$ cat config.mk
export PLATFORM = sky130hd
export DESIGN_NAME = ddfs_wave_gen
export DESIGN_NICKNAME = d
export VERILOG_FILES = /design/src/rtl/ddfs_wave_gen.sv
export SDC_FILE = /design/constraint.sdc
export NUM_CORES = 1
export LEC_CHECK = 0
export CORE_ASPECT_RATIO = 0.8
export CORE_MARGIN = 8
export CORE_UTILIZATION = 45
export DETAILED_ROUTE_END_ITERATION = 10
export PLACE_DENSITY = 0.69
export SYNTH_ARGS = -nofsm -noshare
export SYNTH_HDL_FRONTEND = slang
export SYNTH_SLANG_ARGS = --single-unit
$ cat constraint.sdc
create_clock -name clk_in -period 2.9 [get_ports clk_in]
set_clock_uncertainty 0.2 [all_clocks]
set_input_delay 0.58 -clock clk_in [delete_from_list [all_inputs] [get_ports clk_in]]
set_output_delay 0.58 -clock clk_in [all_outputs]
set_load 0.01 [all_outputs]
$ cat src/rtl/ddfs_wave_gen.sv
// ddfs_wave_gen
//   Waveform synthesis stage fed by the frequency divider. Each rising edge
//   of tick_in is one sample tick. On an accepted tick the phase accumulator
//   advances by tuning_word. The new phase is then mapped to one of four
//   waveforms: saw, triangle, square or inverted saw.
//
// Ports
//   clk_in        system clock (same clock as the divider)
//   rst           synchronous reset, active-high
//   tick_in       divider square output; each 0->1 transition is one tick
//   enable        1 = ticks advance the phase, 0 = ticks ignored
//   phase_clr     synchronous phase clear; wins over a coincident tick
//   tuning_word   phase increment per tick (PHASE_W bits)
//   wave_sel      0 saw, 1 triangle, 2 square, 3 inverted saw
//   duty          square-wave threshold (OUT_W bits)
//   sample_out    registered waveform sample (OUT_W bits)
//   sample_valid  one-cycle strobe: sample_out is new
//   phase_wrap    one-cycle strobe with sample_valid: the accumulation that
//                 produced this sample carried out of the accumulator
module ddfs_wave_gen #(
  parameter int PHASE_W = 16,
  parameter int OUT_W   = 8
) (
  input  logic               clk_in,
  input  logic               rst,
  input  logic               tick_in,
  input  logic               enable,
  input  logic               phase_clr,
  input  logic [PHASE_W-1:0] tuning_word,
  input  logic [1:0]         wave_sel,
  input  logic [OUT_W-1:0]   duty,
  output logic [OUT_W-1:0]   sample_out,
  output logic               sample_valid,
  output logic               phase_wrap
);

  localparam logic [1:0] SEL_SAW  = 2'd0;
  localparam logic [1:0] SEL_TRI  = 2'd1;
  localparam logic [1:0] SEL_SQR  = 2'd2;

  // Stage 1 state
  logic               tick_q_reg;
  logic [PHASE_W-1:0] phase_reg;
  logic               carry_reg;
  logic               s1_valid_reg;
  logic [1:0]         wsel_reg;
  logic [OUT_W-1:0]   duty_reg;

  // Stage 2 state
  logic [OUT_W-1:0]   sample_reg;
  logic               valid_reg;
  logic               wrap_reg;

  logic               tick;
  logic [PHASE_W:0]   sum_next;
  logic [OUT_W-1:0]   p;
  logic [OUT_W-1:0]   s;
  logic [OUT_W-1:0]   tri_val;
  logic [OUT_W-1:0]   wave_next;

  // tick_q resets to 1 so a tick_in level held high through reset is not
  // mistaken for an edge.
  assign tick = tick_in & ~tick_q_reg;

  // One extra bit on the adder captures the carry-out for phase_wrap.
  assign sum_next = {1'b0, phase_reg} + {1'b0, tuning_word};

  always_ff @(posedge clk_in) begin
    if (rst) begin
      tick_q_reg   <= 1'b1;
      phase_reg    <= '0;
      carry_reg    <= 1'b0;
      s1_valid_reg <= 1'b0;
      wsel_reg     <= '0;
      duty_reg     <= '0;
    end else begin
      tick_q_reg <= tick_in;
      if (phase_clr) begin
        phase_reg    <= '0;
        s1_valid_reg <= 1'b0;
      end else if (tick && enable) begin
        phase_reg    <= sum_next[PHASE_W-1:0];
        carry_reg    <= sum_next[PHASE_W];
        s1_valid_reg <= 1'b1;
        // Waveform controls are captured with the tick so that a change
        // between ticks cannot disturb the sample in flight.
        wsel_reg     <= wave_sel;
        duty_reg     <= duty;
      end else begin
        s1_valid_reg <= 1'b0;
      end
    end
  end

  // Waveform mapping works on the top OUT_W bits of the phase.
  assign p = phase_reg[PHASE_W-1 -: OUT_W];
  assign s = {p[OUT_W-2:0], 1'b0};

  // Triangle: the rising half is 2p. The falling half is the bitwise
  // complement of 2p, so the MSB of p selects inversion bit by bit.
  generate
    for (genvar gi = 0; gi < OUT_W; gi++) begin : g_tri
      assign tri_val[gi] = s[gi] ^ p[OUT_W-1];
    end
  endgenerate

  always_comb begin
    wave_next = ~p;
    case (wsel_reg)
      SEL_SAW: wave_next = p;
      SEL_TRI: wave_next = tri_val;
      SEL_SQR: wave_next = (p < duty_reg) ? {OUT_W{1'b1}} : '0;
      default: wave_next = ~p;
    endcase
  end

  always_ff @(posedge clk_in) begin
    if (rst) begin
      sample_reg <= '0;
      valid_reg  <= 1'b0;
      wrap_reg   <= 1'b0;
    end else begin
      valid_reg <= s1_valid_reg;
      wrap_reg  <= s1_valid_reg & carry_reg;
      if (s1_valid_reg) begin
        sample_reg <= wave_next;
      end
    end
  end

  assign sample_out   = sample_reg;
  assign sample_valid = valid_reg;
  assign phase_wrap   = wrap_reg;

endmodule

==> summary.log, run 1 <==
qor: status.run_status finished, final reports clean
qor: global_route.grt_start_max_net_pins 23
qor: critical_path.critical_path_class in2reg
qor: critical_path.timing.critical_path.arrival 2.71 ns
qor: cells_and_area.finish.net_count 417
qor: critical_path.worstPathMaxFanout 4
qor: placed_design.numPortBuffers 40
qor: route.number_of_drc_markers_after_the_initial_detailed_route_iteration 139
qor: floorplanning.start_util 45.8%
qor: sta.setup_slack 0.171 ns
qor: synthesis.synth.lib_cells_used.distinct 44
qor: min_path.hold_path.class reg2reg
qor: route.number_of_optimization_iterations_in_the_first_detailed_route_pass 4
qor: synthesis.synth_seq_area_share 31.7%
qor: global_route.global_route_overflow 0
qor: power.cellPowerDensity 342 mW/mm^2
qor: synthesis.syn_inst 310
qor: floorplanning.core 0.00538 mm^2
qor: sta.tightest_pin_transition 0.653 ns
qor: critical_path.worstSetupEndpointType flip-flop
qor: synthesis.ys_dominant_reg_cell dfxtp_1
qor: cells_and_area.largest_reg_flops 16
qor: synthesis.synth.net_count 365
qor: clock_network.ctsLongestPathBuffers 2
qor: synthesis.yosysWarningCount 0
qor: sta.max_clock_freq 366 MHz
qor: floorplanning.fp_rows 24
qor: synthesis.synth-compound-area-share 24.2%
qor: synthesis.combinational_family_with_the_most_area_after_synthesis compound AO/OA/AOI/OAI gates
qor: route.vias_per_cell 5.49
qor: clock_network.clock_tree.root_cell clkbuf_8
qor: placed_design.dpl-instance-area 0.00303 mm^2
qor: floorplanning.die_height 82.2 um
qor: sta.slew_headroom 56.2%
qor: synthesis.yosys.area_share.xor_xnor 4.98%
qor: sta.period_share 94.1%
qor: route.routed_wirelength 6.34 mm
qor: global_route.first_global_vias 2198
qor: floorplanning.dieArea 0.00811 mm^2
qor: route.detail_route.wl_per_cell 14.8 um
qor: synthesis.syn-mean-instance-area 7.95 um^2
qor: synthesis.top_cells_by_count_synth 50 x nand2_1, 39 x dfxtp_1, 32 x a21oi_1, 25 x nor2_1, 23 x ha_1
qor: placed_design.detailedPlace.worstSlack -0.150 ns
qor: synthesis.cell_with_the_most_instances_after_synthesis nand2_1
qor: power.static_leakage 1.26 nW
qor: clock_network.cts_sinks 39
qor: power.power.ir.vdd_worst 0.219 mV
qor: clock_network.clock_insertion_delay_at_the_later_pin_of_the_skew_report 0.29 ns
qor: global_route.track_usage 15.9%
qor: cells_and_area.register_area 781 um^2
qor: critical_path.crit_path_start_kind input port
qor: clock_network.cts_htree_levels 2
qor: sta.finalHoldViolations 0
qor: synthesis.synth_simple_gate_area_share 21.9%
qor: floorplanning.floorplan.io_pins 41
qor: synthesis.multiplexer_share_of_the_synthesized_area 0.813%
qor: clock_network.cts_made_buffers 5
qor: critical_path.critPathRequiredTime 2.88 ns
qor: placed_design.finalWeightedCongestion 0.905
qor: cells_and_area.finalInstanceArea 0.00312 mm^2
qor: floorplanning.die_width 98.7 um
qor: cells_and_area.fill_cells 509
qor: clock_network.clock_transition_at_the_register_clock_pins_on_the_worst_setup_and_hold_paths_after_cts 0.08 ns
qor: synthesis.yosys.area.top_type dfxtp_1
qor: cells_and_area.drive_above_1_share 9.92%
qor: placed_design.dpl.hpwl 4.87 mm
qor: route.dr_total_vias 2351
qor: synthesis.synth.area.top_cells dfxtp_1 32%, ha_1 12%, nand2_1 7.6%, a21oi_1 6.5%, nor2_1 3.8%
qor: clock_network.clock_tree_from_tritoncts done
qor: global_route.grt_antenna_before_repair 0
qor: synthesis.synth-async-reset-ratio 0%
qor: sta.final_setup_fails 0
qor: global_route.grt_pass1_wl 10.4 mm
qor: sta.hold_ws 0.256 ns
qor: synthesis.adder_cell_area_share_of_the_yosys_netlist 12.5%
qor: synthesis.netlist.area_leader.share 31.7%
qor: cells_and_area.area_growth 26.6%
qor: sta.final_max_slew_viol_count 0
qor: synthesis.ys_seq_elements 39
qor: run.cap_viol_max_count 0
qor: clock_network.post_cts_buffers 0
qor: cells_and_area.multiInputGateArea 0.00159 mm^2
qor: route.antenna_violating_nets_post_route 0
qor: sta.rsz0062_at_grt false
qor: synthesis.synth-edff-count 0
qor: clock_network.cts_hold_buffers 0
qor: sta.finalWorstPathRequiredPeriod 2.73 ns
qor: clock_network.postCtsResizedCells 0
qor: cells_and_area.n_antenna_cell 0
qor: route.route.detailed.drc 0
qor: synthesis.synth_area 0.00246 mm^2
[final cells by class]
type	instances	share of cell area, %
Multi-Input combinational cell	246	50.9
Sequential cell	39	25.0
Timing Repair Buffer	59	17.4
Tap cell	65	2.61
Clock buffer	6	2.33
Inverter	11	1.32
Clock inverter	2	0.401
[layout by cell type, fill, tap and decap left out, drive strengths merged, types with 3 or more instances in the layout]
| cell | synthesis | routed |
|---|---|---|
| and3 | 4 | 4 |
| xnor2 | 6 | 6 |
| nor2b | 3 | 3 |
| nor2 | 25 | 25 |
| a211oi | 3 | 3 |
| a311o | 7 | 7 |
| dfxtp | 39 | 39 |
| clkbuf | 12 | 6 |
| o21ai | 17 | 17 |
| nand4 | 4 | 4 |
| nor4 | 4 | 4 |
| ha | 23 | 23 |
| clkdlybuf4s50 | 0 | 40 |
| a31oi | 8 | 8 |
| a21o | 9 | 9 |
| nand2 | 50 | 50 |
| nand3 | 12 | 12 |
| xor2 | 8 | 8 |
| o211ai | 5 | 5 |
| inv | 11 | 11 |
| or4 | 3 | 3 |
| buf | 2 | 19 |
| or2 | 3 | 3 |
| a21oi | 32 | 32 |
[layer usage]
| metal | track usage [%] | wire, um | part of all wire, % |
|---|---|---|---|
| met4 | 5.80 | 112 | 1.8 |
| met2 | 26.2 | 2890 | 46 |
| met5 | 0 | 0 | 0 |
| met3 | 3.02 | 309 | 4.9 |
| met1 | 20.6 | 3030 | 48 |
[cell families after synthesis]
| family | after synthesis |
|---|---|
| xor+xnor | 14 |
| buf+inv | 25 |
| fa+ha+maj | 24 |
| compound gates | 90 |
| mux | 2 |
| flops | 39 |
| simple gates | 116 |
[through the flow]
stage	TNS (ns)	utilization, %	power, mW	cells
after floorplan	0	-	0.633	310
after CTS	0	58.0	1.07	428
after global routing	0	58.0	1.11	428
after detailed placement	-0.533	56.4	0.710	420
final	0	58.0	1.07	428
after global placement	-0.210	56.4	0.708	420
[power by group]
part | leakage (nW) | internal [mW] | switching, mW | total, mW
logic | 0.906 | 0.0804 | 0.0694 | 0.150
registers | 0.315 | 0.542 | 0.00694 | 0.549
clock network | 0.0412 | 0.168 | 0.201 | 0.369
total | 1.26 | 0.791 | 0.277 | 1.07
[path summary, 6_finish.rpt]
path / start / to / slack (ns) / depth (start not counted)
hold reg to reg: duty_reg[3]$_SDFFE_PP0P_ / duty_reg[3]$_SDFFE_PP0P_ / 0.26 / 2
hold / removal: duty_reg[3]$_SDFFE_PP0P_ / duty_reg[3]$_SDFFE_PP0P_ / 0.26 / 2
setup reg to reg: phase_reg[10]$_SDFFE_PP0P_ / phase_reg[15]$_SDFFE_PP0P_ / 0.52 / 7
setup / recovery: tuning_word[0] / carry_reg$_SDFFE_PP0P_ / 0.17 / 9
[worst max-delay path, cell delays in order]
cell             delay [ns]
clkdlybuf4s50_1        0.41
ha_1                   0.23
fa_1                   0.38
a21o_1                 0.21
a221oi_2               0.30
o21ai_0                0.12
a21o_1                 0.23
a21oi_1                0.17
nor4_1                 0.06
Power figures use the tool's default switching activity.
==> inputs of run 2 (changes only) <==
- CORE_ASPECT_RATIO: 0.8 -> 1.2
- GPL_TIMING_DRIVEN: not set -> 0
- TNS_END_PERCENT: not set -> 10
==> run 2 against run 1 <==
  * Die area barely moved
  * Critical path depth did not move
  * Sequential power barely moved
  * First-iteration DRC count rose by 14%
  * Utilization fell by 0.28 points
  * Non-clock buffer count fell by 3
  * Via count fell by 1.1%
  * Critical path type unchanged
==> summary.log, run 2 (synthesized netlist as in run 1, its figures left out) <==
qor: floorplanning.core 0.00530 mm^2 [was 0.00538 mm^2]
qor: critical_path.crit_path_start_kind input port [unchanged]
qor: min_path.hold_path_depth 2 [unchanged]
qor: placed_design.dpl-instance-area 0.00294 mm^2 [was 0.00303 mm^2]
qor: critical_path.critical-path-top-cell-by-count a21o_1 [unchanged]
qor: critical_path.critPathRequiredTime 2.86 ns [was 2.88 ns]
qor: sta.tightest_pin_transition 0.664 ns [was 0.653 ns]
qor: route.antenna_violating_nets_post_route 0 [unchanged]
qor: critical_path.crit_slowest_cell clkdlybuf4s50_1 [unchanged]
qor: sta.final_setup_fails 0 [unchanged]
qor: min_path.hold_path.class reg2reg [unchanged]
qor: cells_and_area.multiInputGateArea 0.00160 mm^2 [was 0.00159 mm^2]
qor: sta.final_max_slew_viol_count 0 [unchanged]
qor: placed_design.numPortBuffers 40 [unchanged]
qor: clock_network.clock_transition_at_the_register_clock_pins_on_the_worst_setup_and_hold_paths_after_cts 0.08 ns [about the same]
qor: power.power.ir.vdd_worst 0.175 mV [was 0.219 mV]
qor: critical_path.worstRegToRegCells 7 [unchanged]
qor: placed_design.finalWeightedCongestion 0.833 [was 0.905]
qor: critical_path.cp_top_family compound AO/OA/AOI/OAI gates [unchanged]
qor: global_route.grt_antenna_before_repair 0 [unchanged]
qor: critical_path.worstSetupEndpointType flip-flop [unchanged]
qor: cells_and_area.n_antenna_cell 0 [unchanged]
qor: cells_and_area.largest_reg_flops 16 [unchanged]
qor: critical_path.crit_cells 9 [unchanged]
qor: route.route.detailed.drc 0 [unchanged]
qor: placed_design.dpl.hpwl 4.65 mm [was 4.87 mm]
qor: clock_network.clock_insertion_delay_at_the_later_pin_of_the_skew_report 0.29 ns [about the same]
qor: sta.finalWorstPathRequiredPeriod 2.75 ns [was 2.73 ns]
qor: clock_network.cts_sinks 39 [unchanged]
qor: sta.finalHoldViolations 0 [unchanged]
qor: cells_and_area.non_filler_instance_count_after_layout 421 [was 428]
qor: route.vias_per_cell 5.52 [was 5.49]
qor: sta.hold_ws 0.257 ns [was 0.256 ns]
qor: cells_and_area.layout.cells.most_common_list 50 x nand2_1, 40 x clkdlybuf4s50_1, 39 x dfxtp_1, 31 x a21oi_1, 25 x nor2_1 [was 50 x nand2_1, 40 x clkdlybuf4s50_1, 39 x dfxtp_1, 32 x a21oi_1, 25 x nor2_1]
qor: critical_path.max_stage_delay 0.40 ns [was 0.41 ns]
qor: critical_path.crit_buf_inv 1 [unchanged]
qor: clock_network.clock_tree.root_cell clkbuf_8 [unchanged]
qor: cells_and_area.register_area 781 um^2 [unchanged]
qor: clock_network.cts_made_buffers 5 [unchanged]
qor: route.routed_wirelength 5.87 mm [was 6.34 mm]
qor: placed_design.place.detailed.instances 412 [was 420]
qor: global_route.first_global_vias 2168 [was 2198]
qor: cells_and_area.layout.cells.most_common nand2_1 [unchanged]
qor: cells_and_area.finalInstanceArea 0.00306 mm^2 [was 0.00312 mm^2]
qor: clock_network.cts_htree_levels 2 [unchanged]
qor: run.cap_viol_max_count 0 [unchanged]
qor: global_route.grt_pass1_wl 9.77 mm [was 10.4 mm]
qor: cells_and_area.fill_cells 524 [was 509]
qor: sta.max_clock_freq 364 MHz [was 366 MHz]
qor: status.run_status finished, final reports clean [unchanged]
qor: critical_path.timing.critical_path.arrival 2.71 ns [about the same]
qor: critical_path.critical_path_class in2reg [unchanged]
qor: floorplanning.start_util 46.5% [was 45.8%]
qor: sta.slew_headroom 55.6% [was 56.2%]
qor: critical_path.crit_path_cell_trace clkdlybuf4s50_1 -> ha_1 -> fa_1 -> a21o_1 -> a221oi_4 -> o21ai_1 -> a21o_1 -> a21oi_2 -> nor4_1 [was clkdlybuf4s50_1 -> ha_1 -> fa_1 -> a21o_1 -> a221oi_2 -> o21ai_0 -> a21o_1 -> a21oi_1 -> nor4_1]
qor: route.number_of_drc_markers_after_the_initial_detailed_route_iteration 158 [was 139]
qor: floorplanning.floorplan.io_pins 41 [unchanged]
qor: floorplanning.dieArea 0.00811 mm^2 [about the same]
qor: sta.period_share 94.7% [was 94.1%]
qor: clock_network.cts_hold_buffers 0 [unchanged]
qor: sta.rsz0062_at_grt false [unchanged]
qor: floorplanning.fp_rows 29 [was 24]
qor: floorplanning.die_height 97.1 um [was 82.2 um]
qor: clock_network.clock_tree_from_tritoncts done [unchanged]
qor: cells_and_area.finish.net_count 414 [was 417]
qor: global_route.grt_start_max_net_pins 12 [was 23]
qor: critical_path.worstPathMaxFanout 4 [unchanged]
qor: clock_network.ctsLongestPathBuffers 2 [unchanged]
qor: cells_and_area.area_growth 24.2% [was 26.6%]
qor: global_route.global_route_overflow 0 [unchanged]
qor: route.number_of_optimization_iterations_in_the_first_detailed_route_pass 4 [unchanged]
qor: power.cellPowerDensity 348 mW/mm^2 [was 342 mW/mm^2]
qor: power.power 1.06 mW [was 1.07 mW]
qor: route.dr_total_vias 2324 [was 2351]
qor: floorplanning.die_width 83.5 um [was 98.7 um]
qor: route.detail_route.wl_per_cell 13.9 um [was 14.8 um]
qor: global_route.track_usage 14.1% [was 15.9%]
qor: cells_and_area.drive_above_1_share 5.85% [was 9.92%]
qor: power.static_leakage 1.20 nW [was 1.26 nW]
[run 2: changes by cell type in the layout (fill, tap and decap cells not counted), sizes merged]
cell      delta
clkbuf      +12
clkinvlp     -1
buf         -15
[run 2: final timing paths]
check                             start                    endpoint  slack [ns]
max                      tuning_word[0]      carry_reg$_SDFFE_PP0P_        0.15
min           phase_reg[4]$_SDFFE_PP0P_   phase_reg[4]$_SDFFE_PP0P_        0.26
max reg2reg  phase_reg[10]$_SDFFE_PP0P_  phase_reg[15]$_SDFFE_PP0P_        0.52
min reg2reg   phase_reg[4]$_SDFFE_PP0P_   phase_reg[4]$_SDFFE_PP0P_        0.26
[run 2: report_power, final]
group          internal (mW)  switching, mW  total [mW]  leakage (nW)
Combinational         0.0728         0.0686       0.141         0.842
Sequential             0.542        0.00544       0.547         0.315
Clock                  0.187          0.188       0.375        0.0470
Total                  0.801          0.262        1.06          1.20
[run 2: layout make-up]
cell class	instances	share of cell area [%]
Multi-Input combinational cell	246	52.4
Timing Repair Buffer	42	13.6
Sequential cell	39	25.5
Tap cell	62	2.54
Clock inverter	1	0.164
Clock buffer	6	2.70
Inverter	11	1.35
Buffer	14	1.76
[run 2: routing by layer]
| layer | part of all wire [%] | track usage (%) |
|---|---|---|
| met1 | 45 | 16.2 |
| met3 | 4.8 | 3.78 |
| met2 | 49 | 24.1 |
| met4 | 1.9 | 5.06 |
| met5 | 0 | 0 |
[run 2: worst min-delay path, delay by kind of cell, from the launching register on]
family	cells	cell delay, ns
flip-flops	1	0.31
AND/OR/NAND/NOR	1	0.05
AO/OA/AOI/OAI	1	0.05
[run 2: stage by stage]
step | utilization (%) | setup slack, ns | TNS [ns]
3_5_place_dp | 55.5 | -0.351 | -1.22
5_1_grt | 57.7 | 0.0305 | 0
3_3_place_gp | 55.5 | -0.350 | -1.15
4_1_cts | 57.4 | 0.00609 | 0
2_1_floorplan | - | 0.340 | 0
6_report | 57.7 | 0.153 | 0
[run 2: timing repair]
action	CTS	global route
buffers inserted	0	2
resized for setup	1	2
cloned	0	0
endpoints found under the setup margin	2	2
pin swaps	0	2
